[config.mk]
export PLATFORM = sky130hd
export DESIGN_NAME = mmcm_lock_ctrl_flat
export DESIGN_NICKNAME = d
export VERILOG_FILES = /design/src/rtl/mmcm_lock_ctrl_if.sv /design/src/rtl/mmcm_lock_ctrl.sv /design/src/flat_wrapper.sv
export SDC_FILE = /design/constraint.sdc
export NUM_CORES = 1
export LEC_CHECK = 0
export ABC_AREA = 1
export CAP_MARGIN = 10
export CORE_MARGIN = 8
export CORE_UTILIZATION = 60
export DETAILED_ROUTE_END_ITERATION = 7
export PLACE_DENSITY = 0.82
export SETUP_SLACK_MARGIN = 0.4
export SYNTH_ARGS = -nofsm -noshare
export SYNTH_HDL_FRONTEND = slang
export SYNTH_SLANG_ARGS = --single-unit
[constraint.sdc]
create_clock -name ref_clk -period 3.7 [get_ports ref_clk]
set_clock_uncertainty 0.15 [all_clocks]
set_input_delay 0.925 -clock ref_clk [delete_from_list [all_inputs] [get_ports ref_clk]]
set_output_delay 0.925 -clock ref_clk [all_outputs]
set_load 0.02 [all_outputs]
[src/rtl/mmcm_lock_ctrl_if.sv]
// mmcm_lock_ctrl_if: control/status bundle between the MMCM lock controller and its user.
// MMCM_LOCK_LOSS_CNT_EN adds the lock_loss_cnt_o status field.
interface mmcm_lock_ctrl_if #(
    parameter int MAX_RETRIES = 4
);
    localparam int RW = $clog2(MAX_RETRIES + 1);
    logic          locked_i;
    logic          restart_i;
    logic          mmcm_rst_o;
    logic          ready_o;
    logic          fail_o;
    logic          lock_lost_o;
    logic [RW-1:0] retry_cnt_o;
    logic [2:0]    state_o;
`ifdef MMCM_LOCK_LOSS_CNT_EN
    logic [15:0]   lock_loss_cnt_o;
    modport master (output locked_i, restart_i,
                    input  mmcm_rst_o, ready_o, fail_o, lock_lost_o, retry_cnt_o, state_o, lock_loss_cnt_o);
    modport slave  (input  locked_i, restart_i,
                    output mmcm_rst_o, ready_o, fail_o, lock_lost_o, retry_cnt_o, state_o, lock_loss_cnt_o);
`else
    modport master (output locked_i, restart_i,
                    input  mmcm_rst_o, ready_o, fail_o, lock_lost_o, retry_cnt_o, state_o);
    modport slave  (input  locked_i, restart_i,
                    output mmcm_rst_o, ready_o, fail_o, lock_lost_o, retry_cnt_o, state_o);
`endif
endinterface

[src/rtl/mmcm_lock_ctrl.sv]
// mmcm_lock_ctrl: MMCM reset pulse, lock wait with timeout/retries and lock stability qualification.
// Optional MMCM_LOCK_LOSS_CNT_EN adds a saturating 16-bit lock-loss counter.
module mmcm_lock_ctrl #(
    parameter int RST_PULSE_CYCLES    = 16,
    parameter int LOCK_TIMEOUT_CYCLES = 65536,
    parameter int STABLE_CYCLES       = 256,
    parameter int MAX_RETRIES         = 4,
    parameter int SYNC_STAGES         = 2
) (
    input  logic            ref_clk,
    input  logic            rst_n,
    mmcm_lock_ctrl_if.slave bus
);
    localparam int C01  = (RST_PULSE_CYCLES > LOCK_TIMEOUT_CYCLES) ? RST_PULSE_CYCLES : LOCK_TIMEOUT_CYCLES;
    localparam int CMAX = (C01 > STABLE_CYCLES) ? C01 : STABLE_CYCLES;
    localparam int CW   = $clog2(CMAX);
    localparam int RW   = $clog2(MAX_RETRIES + 1);

    typedef enum logic [2:0] {
        S_RST   = 3'd0,
        S_WAIT  = 3'd1,
        S_STAB  = 3'd2,
        S_READY = 3'd3,
        S_FAIL  = 3'd4
    } state_t;

    state_t                 r_state;
    logic [CW-1:0]          r_cnt;
    logic [RW-1:0]          r_retry;
    logic [SYNC_STAGES-1:0] r_sync;
    logic                   r_mmcm_rst;
    logic                   r_ready;
    logic                   r_fail;
    logic                   r_lost;
    logic                   w_locked_s;
    logic [RW-1:0]          w_retry_inc;
    logic                   w_exhaust;
    logic                   w_fail_attempt;
    logic                   w_loss_evt;

    assign w_locked_s     = r_sync[SYNC_STAGES-1];
    assign w_retry_inc    = r_retry + RW'(1);
    assign w_exhaust      = (w_retry_inc == RW'(MAX_RETRIES));
    // A timeout in WAIT and a lock drop in STAB are the same kind of failed attempt
    assign w_fail_attempt = !w_locked_s &&
                            ((r_state == S_WAIT && r_cnt == CW'(LOCK_TIMEOUT_CYCLES - 1)) || r_state == S_STAB);
    assign w_loss_evt     = (r_state == S_READY) && !w_locked_s && !bus.restart_i;

    always_ff @(posedge ref_clk or negedge rst_n) begin
        if (!rst_n) r_sync <= '0;
        else        r_sync <= {r_sync[SYNC_STAGES-2:0], bus.locked_i};
    end

    always_ff @(posedge ref_clk or negedge rst_n) begin
        if (!rst_n) begin
            r_state    <= S_RST;
            r_cnt      <= '0;
            r_retry    <= '0;
            r_mmcm_rst <= 1'b1;
            r_ready    <= 1'b0;
            r_fail     <= 1'b0;
            r_lost     <= 1'b0;
        end else begin
            r_lost <= 1'b0;
            r_cnt  <= r_cnt + CW'(1);
            if (bus.restart_i) begin
                r_state    <= S_RST;
                r_cnt      <= '0;
                r_retry    <= '0;
                r_fail     <= 1'b0;
                r_mmcm_rst <= 1'b1;
                r_ready    <= 1'b0;
            end else begin
                case (r_state)
                    S_RST: if (r_cnt == CW'(RST_PULSE_CYCLES - 1)) begin
                        r_state    <= S_WAIT;
                        r_cnt      <= '0;
                        r_mmcm_rst <= 1'b0;
                    end
                    S_WAIT, S_STAB: if (w_fail_attempt) begin
                        r_state    <= w_exhaust ? S_FAIL : S_RST;
                        r_cnt      <= '0;
                        r_retry    <= w_retry_inc;
                        r_fail     <= w_exhaust;
                        r_mmcm_rst <= 1'b1;
                    end else if (r_state == S_WAIT && w_locked_s) begin
                        r_state <= S_STAB;
                        r_cnt   <= '0;
                    end else if (r_state == S_STAB && r_cnt == CW'(STABLE_CYCLES - 1)) begin
                        r_state <= S_READY;
                        r_cnt   <= '0;
                        r_ready <= 1'b1;
                    end
                    S_READY: begin
                        r_cnt <= '0;
                        if (w_loss_evt) begin
                            r_state    <= S_RST;
                            r_retry    <= '0;
                            r_ready    <= 1'b0;
                            r_mmcm_rst <= 1'b1;
                            r_lost     <= 1'b1;
                        end
                    end
                    S_FAIL: r_cnt <= '0;
                    default: begin
                        r_state    <= S_RST;
                        r_cnt      <= '0;
                        r_ready    <= 1'b0;
                        r_mmcm_rst <= 1'b1;
                    end
                endcase
            end
        end
    end

    assign bus.mmcm_rst_o  = r_mmcm_rst;
    assign bus.ready_o     = r_ready;
    assign bus.fail_o      = r_fail;
    assign bus.lock_lost_o = r_lost;
    assign bus.retry_cnt_o = r_retry;
    assign bus.state_o     = r_state;

`ifdef MMCM_LOCK_LOSS_CNT_EN
    logic [15:0] r_loss_cnt;
    always_ff @(posedge ref_clk or negedge rst_n) begin
        if (!rst_n)                                  r_loss_cnt <= '0;
        else if (w_loss_evt && r_loss_cnt != 16'hFFFF) r_loss_cnt <= r_loss_cnt + 16'd1;
    end
    assign bus.lock_loss_cnt_o = r_loss_cnt;
`endif
endmodule

[src/flat_wrapper.sv]
// flat-port wrapper written by rule: the top's interface ports become plain ports
module mmcm_lock_ctrl_flat 
#(
    parameter int RST_PULSE_CYCLES    = 16,
    parameter int LOCK_TIMEOUT_CYCLES = 65536,
    parameter int STABLE_CYCLES       = 256,
    parameter int MAX_RETRIES         = 4,
    parameter int SYNC_STAGES         = 2
)
  (ref_clk, rst_n, bus_locked_i, bus_restart_i, bus_mmcm_rst_o, bus_ready_o, bus_fail_o, bus_lock_lost_o, bus_retry_cnt_o, bus_state_o);
  mmcm_lock_ctrl_if #(.MAX_RETRIES(MAX_RETRIES)) bus_i ();
  input  logic ref_clk;
  input  logic rst_n;
  input wire logic [$bits(bus_i.locked_i)-1:0] bus_locked_i;
  input wire logic [$bits(bus_i.restart_i)-1:0] bus_restart_i;
  output wire logic [$bits(bus_i.mmcm_rst_o)-1:0] bus_mmcm_rst_o;
  output wire logic [$bits(bus_i.ready_o)-1:0] bus_ready_o;
  output wire logic [$bits(bus_i.fail_o)-1:0] bus_fail_o;
  output wire logic [$bits(bus_i.lock_lost_o)-1:0] bus_lock_lost_o;
  output wire logic [$bits(bus_i.retry_cnt_o)-1:0] bus_retry_cnt_o;
  output wire logic [$bits(bus_i.state_o)-1:0] bus_state_o;
  assign bus_i.locked_i = bus_locked_i;
  assign bus_i.restart_i = bus_restart_i;
  assign bus_mmcm_rst_o = bus_i.mmcm_rst_o;
  assign bus_ready_o = bus_i.ready_o;
  assign bus_fail_o = bus_i.fail_o;
  assign bus_lock_lost_o = bus_i.lock_lost_o;
  assign bus_retry_cnt_o = bus_i.retry_cnt_o;
  assign bus_state_o = bus_i.state_o;
  mmcm_lock_ctrl #(.RST_PULSE_CYCLES(RST_PULSE_CYCLES), .LOCK_TIMEOUT_CYCLES(LOCK_TIMEOUT_CYCLES), .STABLE_CYCLES(STABLE_CYCLES), .MAX_RETRIES(MAX_RETRIES), .SYNC_STAGES(SYNC_STAGES)) u_core (.ref_clk(ref_clk), .rst_n(rst_n), .bus(bus_i));
endmodule
==> run metrics <==
status finished clean; EDFF count, synth 0; Post-DP Area 0.00201 mm2; Mapped Nets 250; max-cap viol count 0; Rel. slew slack 72.0%; fmax 389 MHz; Post-CTS Hold Buffers 0; total power 1.04 mW; cell area after layout 0.00206 mm2; GR Util met2 26.3%; vias in the first global route 1552; Worst setup SP type flop; number of DRC markers in iteration 0 71; Hold WC Path Type reg2reg; setup TNS 0 ns; Syn Area/Cell 7.61 um2; final hold vios 0; synth warn 0; CP required 2.62 ns; initial antenna violation count 0; pin count of the biggest net entering global routing 29; Final HPWL DP 2890 um; global routing's busiest layer met2; routed wire length between 3000 and 4000 um; first-pass GRT wire length just under 7000 um; CTS clk-pin slew, worst paths roughly 0.15 ns; Synth top cells by count 56 x nand2_1, 27 x dfrtp_1, 25 x nand3_1, 25 x nor2_1, 21 x inv_1; crit-path max cell delay 0.66 ns; Mapped Area 0.00185 mm2; Final Instance Count excl. Fillers 292; post-CTS setup buffer count 0; Starting Density 61.5%; gr ovfl total 0; clock root buffer clkbuf_4; DR WL/cell 12.9 um; num rows 20; I/O pins 14; Leakage 0.938 nW; Placed Cells 288; synth unique cells 33; total global-route track usage 16.2%; Post-synth ARST share 100%; synth-to-layout area growth 11.7%; RSZ-0062 raised after global routing no; Port Buffers 13; Die W 71.5 um; Tcrit/Tclk final 69.4%; post_cts resized 0; top cells by area, synth dfrtp_1 37%, nand2_1 11%, nand3_1 6.8%; Via density approximately 5.5; WP buf/inv 1; floorplan core area 0.00300 mm2; CTS H-Tree Depth 1; Synth top area share between 30% and 40%; worst vdd ir 498 uV; Setup WS post-layout 1.13 ns; Top Family by Delay on Critical Path buffers and inverters; met3 usage 3.07%; most common cell in the synthesized netlist nand2_1; CP Cell Sequence clkdlybuf4s50_1; total CTS buffers 3; Yosys reg bits 28; final setup fails 0; antenna viol nets, final 0; pwr dens 504 mW/mm2; share of the yosys chip area belonging to registers 38.0%; DRC Markers 0; die height 71.5 um; biggest area consumer among synthesized cells dfrtp_1; ANT cells 0; clk sinks 28; most common flop cell mapped by yosys dfrtp_1; CP Capture Type output pin; die area 0.00511 mm2; Worst path slowest cell clkdlybuf4s50_1; Post-Place Setup Slack 0.848 ns; synthesized instance count approximately 240; gpl congestion about 0.9; fin. max-slew vios 0; Clock Latency Late Sink 0.34 ns; CTS tree done; met1 Use GR around a fifth; DR pass1 iterations 4; Tightest Pin Transition around 0.42 ns; total number of vias 1604; Worst Path Max Fanout 6; Final Critical Period between 2 and 3 ns; Total Nets Final about 270; critical path class reg2out; fill count 247; clk buf depth 2; share of cells above drive strength 1 21.6%; crit path DAT approximately 1.5 ns
-- area by class of cell --
class / count / area, um2 / share of cell area (%)
inverters: 28 / 110 / 5.33
well taps: 33 / 41.3 / 2.00
flip-flops and latches: 28 / 702 / 34.0
repair buffers: 14 / 138 / 6.67
clock inverters: 1 / 30.0 / 1.45
clock buffers: 3 / 22.5 / 1.09
multi-input cells: 185 / 1020 / 49.5
-- per-stage QoR --
step | util (%) | hold WS (ns)
4_1_cts | 68.8 | 0.227
5_1_grt | 68.8 | 0.234
3_5_place_dp | 67.0 | 0.193
3_3_place_gp | 67.0 | 0.188
2_1_floorplan | - | 0.181
6_report | 68.8 | 0.226
-- layer usage --
layer  wire, um  vias up
li1           -      810
met2       1850       38
met1       1700      748
met3        141        8
met5          0        -
met4         72        0
-- cell families after synthesis --
kind of cell	count (synthesis)	synth area share, %
and+or+nand+nor	153	41.9
DFF	28	38.0
adders and majority gates	3	2.03
xor gates and xnor gates	5	2.37
AOI/OAI and AO/OA	24	8.94
buffers and inverters	30	6.77
-- path summary, 6_finish.rpt --
kind | from | endpoint | slack, ns | cells after the start
min in group asynchronous | rst_n | u_core.bus.state_o[2] | 0.79 | 2
worst min-delay path | u_core.r_sync[0] | u_core.r_sync[1] | 0.23 | 0
worst min register to register | u_core.r_sync[0] | u_core.r_sync[1] | 0.23 | 0
worst max register to register | u_core.r_cnt[0] | u_core.bus.retry_cnt_o[0] | 1.75 | 10
worst max-delay path | u_core.bus.state_o[1] | bus_state_o[1] | 1.13 | 1
max in group asynchronous | rst_n | u_core.bus.mmcm_rst_o | 2.31 | 2
-- power breakdown --
group | switching [mW] | leakage, nW | total, mW | internal (mW)
Combinational | 0.310 | 0.531 | 0.457 | 0.147
Clock | 0.0939 | 0.0279 | 0.204 | 0.110
Sequential | 0.0386 | 0.379 | 0.380 | 0.341
Total | 0.442 | 0.938 | 1.04 | 0.598
-- cell usage in the layout, fill, tap and decap left out, types with 2 or more instances in the layout --
master / count
ha_1: 3
nand3_2: 3
nand2_2: 11
nor2_2: 15
nand2_4: 2
nor4_1: 2
clkdlybuf4s50_1: 13
o21ai_2: 3
dfrtp_1: 27
xor2_1: 4
o21bai_1: 2
nor2_1: 25
nand3b_1: 2
nand2_1: 56
nor2_4: 5
nand4_1: 4
nand3_1: 25
a21oi_1: 12
clkbuf_4: 3
o21ai_4: 2
o21ai_0: 2
inv_2: 5
inv_1: 21
-- state kept, by name, indices dropped and copies added (netlist names) --
name,flops
u_core.bus.retry_cnt_o,3
u_core.bus.state_o,3
u_core.r_sync,2
u_core.r_cnt,16
u_core.bus.lock_lost_o,1
u_core.bus.ready_o,1
u_core.bus.fail_o,1
u_core.bus.mmcm_rst_o,1
Note: power is estimated with default switching activity, not from simulation.
